$ cat src/rtl/vit_sched_pkg.sv
// vit_sched_pkg: phase encodings and default parameters shared by the Viterbi symbol scheduler files
package vit_sched_pkg;
  typedef enum logic [1:0] {
    PH_IDLE   = 2'd0,
    PH_FILL   = 2'd1,
    PH_STEADY = 2'd2,
    PH_HOLD   = 2'd3
  } phase_e;
  localparam int DEF_N          = 2;
  localparam int DEF_DEPTH      = 16;
  localparam int DEF_TB_LEN     = 12;
  localparam int DEF_FILL_CYC   = 3;
  localparam int DEF_STEADY_CYC = 15;
  localparam int DEF_CW         = 16;
endpackage

$ cat src/rtl/vit_sym_fifo.sv
// vit_sym_fifo: symbol FIFO (push/pop/flush in, din/dout data, full/empty status); flush beats push and pop
module vit_sym_fifo
  import vit_sched_pkg::*;
#(
  parameter int N     = DEF_N,
  parameter int DEPTH = DEF_DEPTH
) (
  input  logic         clock,
  input  logic         reset,
  input  logic         push,
  input  logic         pop,
  input  logic         flush,
  input  logic [N-1:0] din,
  output logic [N-1:0] dout,
  output logic         full,
  output logic         empty
);
  localparam int AW = $clog2(DEPTH);
  logic [AW:0] wr_q, wr_d, rd_q, rd_d;
  logic [N-1:0] mem_q [DEPTH];
  logic do_push, do_pop;
  always_comb begin
    full    = wr_q[AW-1:0] == rd_q[AW-1:0] && wr_q[AW] != rd_q[AW];
    empty   = wr_q == rd_q;
    do_push = push && !full && !flush;
    do_pop  = pop && !empty && !flush;
    wr_d    = flush ? '0 : wr_q + {{AW{1'b0}}, do_push};
    rd_d    = flush ? '0 : rd_q + {{AW{1'b0}}, do_pop};
    dout    = mem_q[rd_q[AW-1:0]];
  end
  always_ff @(posedge clock or posedge reset)
    if (reset) begin
      wr_q <= '0;
      rd_q <= '0;
    end else begin
      wr_q <= wr_d;
      rd_q <= rd_d;
    end
  always_ff @(posedge clock)
    if (do_push) mem_q[wr_q[AW-1:0]] <= din;
endmodule

$ cat src/rtl/vit_sym_sched.sv
// vit_sym_sched: feeds buffered symbols (in_sym/in_valid/in_ready) to decoder dec_rx/dec_seq_ready at FILL then STEADY cadence; reports phase/busy/sym_cnt/bit_cnt/err; VIT_SCHED_SYNC_FLUSH_EN makes dec_sync_error act as flush
module vit_sym_sched
  import vit_sched_pkg::*;
#(
  parameter int N          = DEF_N,
  parameter int DEPTH      = DEF_DEPTH,
  parameter int TB_LEN     = DEF_TB_LEN,
  parameter int FILL_CYC   = DEF_FILL_CYC,
  parameter int STEADY_CYC = DEF_STEADY_CYC,
  parameter int CW         = DEF_CW
) (
  input  logic          clock,
  input  logic          reset,
  input  logic [N-1:0]  in_sym,
  input  logic          in_valid,
  output logic          in_ready,
  input  logic          flush,
  output logic [N-1:0]  dec_rx,
  output logic          dec_seq_ready,
  input  logic          dec_oe,
  input  logic          dec_sync_error,
  output logic [1:0]    phase,
  output logic          busy,
  output logic [CW-1:0] sym_cnt,
  output logic [CW-1:0] bit_cnt,
  output logic          err
);
  localparam int CMAX = FILL_CYC > STEADY_CYC ? FILL_CYC : STEADY_CYC;
  localparam int DW   = $clog2(CMAX + 1);
  localparam int FW   = $clog2(TB_LEN + 1);
  phase_e ph_q, ph_d;
  logic [DW-1:0] dwell_q, dwell_d;
  logic [FW-1:0] fill_q, fill_d;
  logic [CW-1:0] sym_q, sym_d, bit_q, bit_d;
  logic [N-1:0] rx_q, rx_d, head;
  logic err_q, err_d, sr_q, sr_d;
  logic kill, full, empty, load, in_fill;
`ifdef VIT_SCHED_SYNC_FLUSH_EN
  assign kill = flush || dec_sync_error;
`else
  assign kill = flush;
`endif
  assign in_ready      = !full && !flush;
  assign dec_rx        = rx_q;
  assign dec_seq_ready = sr_q;
  assign phase         = ph_q;
  assign busy          = ph_q != PH_IDLE || !empty;
  assign sym_cnt       = sym_q;
  assign bit_cnt       = bit_q;
  assign err           = err_q;
  vit_sym_fifo #(.N(N), .DEPTH(DEPTH)) u_fifo (
    .clock(clock),
    .reset(reset),
    .push (in_valid && in_ready),
    .pop  (load),
    .flush(kill),
    .din  (in_sym),
    .dout (head),
    .full (full),
    .empty(empty)
  );
  // dwell rests at zero in IDLE and HOLD, so a zero dwell means "ready for the next symbol" in every phase
  always_comb begin
    in_fill = fill_q < FW'(TB_LEN);
    load    = !kill && !empty && dwell_q == '0;
    ph_d    = ph_q;
    dwell_d = dwell_q;
    fill_d  = fill_q;
    sym_d   = sym_q;
    rx_d    = rx_q;
    sr_d    = sr_q;
    bit_d   = bit_q + CW'(dec_oe);
    err_d   = err_q || dec_sync_error;
    if (kill) begin
      ph_d    = PH_IDLE;
      sr_d    = 1'b0;
      fill_d  = '0;
      sym_d   = '0;
      dwell_d = '0;
    end else if (load) begin
      rx_d    = head;
      sr_d    = 1'b1;
      dwell_d = in_fill ? DW'(FILL_CYC - 1) : DW'(STEADY_CYC - 1);
      fill_d  = in_fill ? fill_q + 1'b1 : fill_q;
      sym_d   = sym_q + 1'b1;
      ph_d    = in_fill ? PH_FILL : PH_STEADY;
    end else if (dwell_q != '0) begin
      dwell_d = dwell_q - 1'b1;
    end else if (ph_q == PH_FILL || ph_q == PH_STEADY) begin
      ph_d = PH_HOLD;
      sr_d = 1'b0;
    end
  end
  always_ff @(posedge clock or posedge reset)
    if (reset) begin
      ph_q    <= PH_IDLE;
      dwell_q <= '0;
      fill_q  <= '0;
      sym_q   <= '0;
      bit_q   <= '0;
      rx_q    <= '0;
      sr_q    <= 1'b0;
      err_q   <= 1'b0;
    end else begin
      ph_q    <= ph_d;
      dwell_q <= dwell_d;
      fill_q  <= fill_d;
      sym_q   <= sym_d;
      bit_q   <= bit_d;
      rx_q    <= rx_d;
      sr_q    <= sr_d;
      err_q   <= err_d;
    end
endmodule

$ cat config.mk
export PLATFORM = sky130hd
export DESIGN_NAME = vit_sym_sched
export DESIGN_NICKNAME = d
export VERILOG_FILES = /design/src/rtl/vit_sched_pkg.sv /design/src/rtl/vit_sym_fifo.sv /design/src/rtl/vit_sym_sched.sv
export SDC_FILE = /design/constraint.sdc
export NUM_CORES = 1
export LEC_CHECK = 0
export ABC_AREA = 0
export CAP_MARGIN = 15
export CORE_MARGIN = 2
export CORE_UTILIZATION = 50
export CTS_BUF_LIST = sky130_fd_sc_hd__clkbuf_4 sky130_fd_sc_hd__clkbuf_8 sky130_fd_sc_hd__clkbuf_16
export DETAILED_ROUTE_END_ITERATION = 16
export GPL_TIMING_DRIVEN = 1
export PLACE_DENSITY = 0.75
export RECOVER_POWER = 50
export SYNTH_ARGS = -nofsm -noshare
export SYNTH_HDL_FRONTEND = slang
export SYNTH_SLANG_ARGS = --single-unit
$ cat constraint.sdc
create_clock -name clock -period 2.1 [get_ports clock]
set_input_delay 0.42 -clock clock [delete_from_list [all_inputs] [get_ports clock]]
set_output_delay 0.42 -clock clock [all_outputs]
set_load 0.03 [all_outputs]
Word level (Yosys, flattened, before mapping):

Memory sizes are Yosys's and may differ from the RTL's. A register that Yosys moved wholly into a read port is not among the register bits.
Cells that the tools add are included.

* flip-flop bits (word level): 54
* bits in writable memories: 32
* input bits: 8
* output and inout bits: 40
* logic and storage cells: 71
* memories: 1

* add/subtract/negate cells: 6
* magnitude comparators: 1
* eq/ne operators: 6
* muxes and demuxes: 22
* bitwise logic cells: 1
* reduce and logical (&&, ||, !) cells: 25

Memories
* u_fifo.mem_q: words 16, bits a word 2, rd ports 1, clocked after Yosys merged registers in 1, write ports 1, line vit_sym_fifo.sv:20 `logic [N-1:0] mem_q [DEPTH];`

Operator list (number)
* 16-bit two-way mux: 2
* 4-bit two-way mux: 7
* 16-bit by 1-bit adder with 16-bit output: 1
* 16-bit by 1-bit adder with 16-bit output (second input constant): 1
* 5-bit by 1-bit adder with 5-bit output: 2
* 2-bit two-way mux: 5
* 5-bit two-way mux: 2
* 1-bit logical AND: 9
* 1-bit two-way mux: 6
* 2-bit AND reduction: 3
* 2-bit nonzero test: 3
* 3-bit nonzero test: 2
* 5-bit equality test: 1
* 4-bit by 1-bit adder with 4-bit output (second input constant): 1
* 4-bit equality test: 1
* 4-bit logical NOT: 1
* 4-bit < comparator (second input constant): 1
* 4-bit nonzero test: 1
* 4-bit by 1-bit subtractor with 4-bit output (second input constant): 1
* 1-bit logical NOT: 3
* 1-bit logical OR: 3
* 3-bit by 2-bit inequality test with 1-bit output (second input constant): 1
* 2-bit by 1-bit equality test with 1-bit output (second input constant): 1
* 2-bit equality test (second input constant): 1
* 2 further kinds: 2

Longest topological paths before layout:

* depth after elaboration: 9
* gate-level depth with buffers: 11
* gate-level depth less buffers: 11

Cells and area by module:

Synthesis repeated with hierarchy kept, for this count alone.

* cell total of the unflattened synthesis: 335
* area total of the unflattened synthesis: 4070.2 µm²

Modules (own cells, without submodules)
* vit_sym_sched: instances 1, cells an instance 205, area each 2152.1 µm², seq. area each 1151.1 µm²
* vit_sym_fifo: instances 1, cells an instance 130, area each 1918.1 µm², seq. area each 1211.2 µm²

Worst setup path before layout:

No wires, ideal clock.

* kind: register to register
* start: reg u_fifo.wr_q[0]
* end: reg u_fifo.wr_q[4]
* library setup time: 132 ps
* arrival time: 1953 ps
* required time: 1968 ps
* setup slack: 15 ps
* cell stages (with the launch flop): 11
* buffers on the path: 2
* period minus slack after synthesis: 2085 ps
* cells stage by stage: dfrtp_1 buf_2 xnor2_1 and4_1 clkbuf_1 a21oi_2 ha_1 ha_1 nand3_1 xor2_1 nor2_1

* word-level cells in the longest chain between the ends: 9

RTL lines
* start, declared: line vit_sym_fifo.sv:19 `logic [AW:0] wr_q, wr_d, rd_q, rd_d;`
* start signal, assigned: line vit_sym_fifo.sv:36 `wr_q <= wr_d;`
* 4-bit equality test: line vit_sym_fifo.sv:23 `full = wr_q[AW-1:0] == rd_q[AW-1:0] && wr_q[AW] != rd_q[AW];`
* 1-bit logical AND: line vit_sym_fifo.sv:23
* 1-bit logical NOT: line vit_sym_fifo.sv:25, vit_sym_sched.sv:43
* 1-bit logical AND: line vit_sym_sched.sv:43 `assign in_ready = !full && !flush;`
* 1-bit logical AND: line vit_sym_sched.sv:54 `.push (in_valid && in_ready),`
* 1-bit logical AND (2 in series): line vit_sym_fifo.sv:25 `do_push = push && !full && !flush;`
* 5-bit by 1-bit adder with 5-bit output *: line vit_sym_fifo.sv:27 `wr_d = flush ? '0 : wr_q + {{AW{1'b0}}, do_push};`
* 5-bit two-way mux *: line vit_sym_fifo.sv:27
* via u_fifo.wr_d[4]: line vit_sym_fifo.sv:19

The timed path passes the listed nets; every way through them passes the cells marked *.
A chain may end at the register's enable or synchronous reset.

Worst setup path in the final report:

* start: reg u_fifo.rd_q[2]
* end: reg u_fifo.rd_q[4]

* word-level cells in the longest chain between the ends: 8

RTL lines
* start, declared: line vit_sym_fifo.sv:19
* start signal, assigned: line vit_sym_fifo.sv:37 `rd_q <= rd_d;`
* 5-bit equality test: line vit_sym_fifo.sv:24 `empty = wr_q == rd_q;`
* 1-bit logical NOT: line vit_sym_fifo.sv:26, vit_sym_sched.sv:65
* 1-bit logical AND (2 in series): line vit_sym_sched.sv:65 `load = !kill && !empty && dwell_q == '0;`
* 1-bit logical AND (2 in series): line vit_sym_fifo.sv:26 `do_pop = pop && !empty && !flush;`
* 5-bit by 1-bit adder with 5-bit output *: line vit_sym_fifo.sv:28 `rd_d = flush ? '0 : rd_q + {{AW{1'b0}}, do_pop};`
* 5-bit two-way mux *: line vit_sym_fifo.sv:28
* via u_fifo.rd_d[4]: line vit_sym_fifo.sv:19

Marked as above.

==> impl_metrics.toml <==
[outcome]
status = "completed"

[sta]
setup_viol_count_final = 0
fin_ws_ns = 0.05702
fin_skew_ns = 0.01180
finalMaxSlewViolations = 0
fmax_mhz = 489.5
slew_headroom_pct = 59.90
fin_crit_sh_pct = 97.28
rsz0062_at_grt = "true"
hold_slack_ns = 0.4797
tightest_slew_ns = 0.6009
period_needed_ns = 2.043
hold_viol = 0

[die]
io_pins = 48
start_util_pct = 51.94
core_um2 = 7807
die_w_um = 94.06
rows = 32
die-area_um2 = 8846
die_h_um = 94.06

[route]
post-route-drc-count = 0
vias_per_cell = 5.563
route.antenna.remaining_nets = 0
drtIter0Drc = 142
wl_um = 8213
drtPass1Iterations = 4
wire_per_inst_um = 16.17
vias = 2826

[placed_design]
pre_cts_ws_ns = -0.06170
dp_hpwl_um = 5650
gp_congestion = 0.8158
portBuffers = 47

[global_routing]
grt_usage_pct = 20.11
grt_pass1_vias = 2948
grt_antenna_before_repair = 0
grt_max_degree = 41
grt_pass1_wl_um = 13770
grt-ovfl-total = 0

[clock_network]
cts.reportedPaths.clkPinSlew_ns = 0.09
root_buffer = "clkbuf_8"
htree_levels = 3
cts.sinks = 88
hold_buffers = 0
clk_path_buf_depth = 2
cts_tree = "built"
numCtsBuffers = 9
postCtsSetupBuffers = 0
clk_latency_ns = 0.34

[logic_synthesis]
yosysTopAreaCell = "dfrtp_1"
async_flop_share_pct = 63.64
yosysSeqAreaShare_pct = 58.25
synth_nets = 355
synth_area_um2 = 4055
synth_top_area_share_pct = 34.56
synth_cell_type_count = 43
synth_ff_type = "dfrtp_1"
synth-edff-count = 32
synth.area.top_cells = "dfrtp_1 35%, edfxtp_1 24%, xnor2_1 4.8%"
ys_seq_elements = 88
syn_area_per_cell_um2 = 12.03
syn_inst = 337
yosysWarnings = 0

[setup_path]
reg2regPathDepth = 10
rrSetupSlack_ns = 0.06
cp-endpoint = "u_fifo.rd_q[4]$_DFF_PP0_"
startpoint = "u_fifo.rd_q[2]$_DFF_PP0_"
required_ns = 2.33
timing.rr.end = "u_fifo.rd_q[4]$_DFF_PP0_"
critPathKind = "register to register"
cp_data_arrival_time_ns = 2.27
crit_path_max_fanout = 3
endpoint_kind = "register"
start_kind = "register"
r2r-start = "u_fifo.rd_q[2]$_DFF_PP0_"

[power]
pwr_density_cell_nw_per_um2 = 874.7
ir_worst_vdd_mv = 0.7459
power_leakage_nw = 1.911

[finish]
regArea_um2 = 2364
syn_to_final_growth_pct = 23.17
fin_util_pct = 63.97
antennaDiodeCount = 0
nNetsFinal = 419
multi_input_area_um2 = 1673
nFillCells = 600
layout-drive-gt1-share_pct = 16.75

[job]
maxCapViolations = 0

[hold_path]
min-delay-path-class = "register to register"
min-delay-start = "err$_DFF_PP0_"
-- metrics by stage --
step           total power, mW  cell area [um^2]  instances  TNS (ns)
3_3_place_gp             3.281              4752        492  -0.05463
5_1_grt                  4.601              4995        508  -0.06330
4_1_cts                  4.358              4954        508         0
2_1_floorplan            2.839              4055        337         0
6_report                 4.369              4995        508         0
3_5_place_dp             3.311              4752        492   -0.4809
-- layout make-up --
type	count	area share (%)
multi-input cells	227	33.49
well taps	102	2.555
clock inverters	6	0.7014
inverters	7	0.5261
repair buffers	68	12.65
flip-flops and latches	88	47.32
clock buffers	10	2.756
-- kinds of logic (layout without fill, tap and decap cells) --
| logic type | after synthesis | in the layout | synth area share (%) |
|---|---|---|---|
| AO/OA/AOI/OAI | 44 | 44 | 7.220 |
| AND/OR/NAND/NOR | 125 | 125 | 16.01 |
| adder cells (fa/ha/maj) | 10 | 10 | 3.085 |
| flip-flops | 88 | 88 | 58.25 |
| XOR/XNOR | 31 | 31 | 6.881 |
| multiplexers | 17 | 17 | 6.202 |
| buffers and inverters | 22 | 91 | 2.345 |
-- what timing repair did --
action                     in CTS  in global routing
pin swaps                       1                  2
gates cloned                    0                  0
resized for setup               8                 16
hold endpoints to repair        0                  0
setup endpoints to repair       4                 12
-- power breakdown --
group	switching [mW]	internal, mW	leakage, nW
combinational	0.701	0.552	0.779
clock	0.576	0.455	0.0911
sequential	0.154	1.93	1.04
total	1.43	2.94	1.91
-- per-layer routing --
metal  GRT usage, %  part of all wire [%]  wire length, um
met1          27.07                    45             3718
met3          2.648                   3.3              274
met5              0                     0                0
met4          8.696                   1.4              114
met2          32.86                    50             4105
-- critical path: stages, from the launching register on --
cell     delay (ns)
dfrtp_2        0.45
xnor2_2        0.23
nand4_2        0.19
buf_6          0.18
o21ai_4        0.13
nor2_2         0.06
ha_2           0.18
ha_1           0.20
nand3_1        0.10
xor2_1         0.16
nor2_1         0.07
-- flip-flops by register name (all words and copies together) (netlist names) --
name / flops
sym_cnt: 16
dec_seq_ready: 1
fill_q: 4
phase: 2
dec_rx: 2
u_fifo.mem_q: 32
dwell_q: 4
bit_cnt: 16
err: 1
u_fifo.wr_q: 5
u_fifo.rd_q: 5
-- worst min-delay path by stage --
stage | endpoint | slack, ns | cells past startpoint
after CTS | bit_cnt[13]$_DFF_PP0_ | 0.36 | 2
after global placement | err$_DFF_PP0_ | 0.45 | 1
final | err$_DFF_PP0_ | 0.48 | 1
after floorplan | fill_q[2]$_DFFE_PP0P_ | 0.50 | 1
after global routing | err$_DFF_PP0_ | 0.50 | 1
after detailed placement | err$_DFF_PP0_ | 0.46 | 1
-- cell usage after synthesis, drive strengths merged (6+ instances only) --
master,n
o21ai,8
clkbuf,7
xor2,9
nand4,7
nor2,30
dfrtp,56
a21oi,18
or3,6
ha,10
nor2b,10
nor3,11
xnor2,22
mux4,6
buf,8
nand2,15
mux2i,6
edfxtp,32
nand3,24
inv,7
-- cell usage in the layout, fill, tap and decap left out, types with 3 or more instances in the layout --
cell type	netlist	layout
o31ai_1	4	4
xor2_1	8	8
nand4_1	6	6
xnor2_2	0	4
nor3_1	11	10
inv_1	7	7
nor2b_1	10	8
dlygate4sd3_1	0	5
or3_1	6	6
ha_1	10	9
a21oi_1	17	16
a211oi_1	3	3
mux2_2	5	5
mux4_2	6	6
and4_1	4	3
clkdlybuf4s50_1	0	40
nand3_1	24	24
clkbuf_8	0	10
edfxtp_1	32	32
and3_1	5	5
or4_1	3	3
nand2b_1	5	5
buf_4	1	18
nand2_1	15	15
buf_6	0	3
o21ai_0	7	7
nand3b_1	3	3
xnor2_1	22	18
mux2i_1	6	6
dfrtp_1	56	55
nor2_1	30	28
Note: power is estimated with default switching activity, not from simulation.
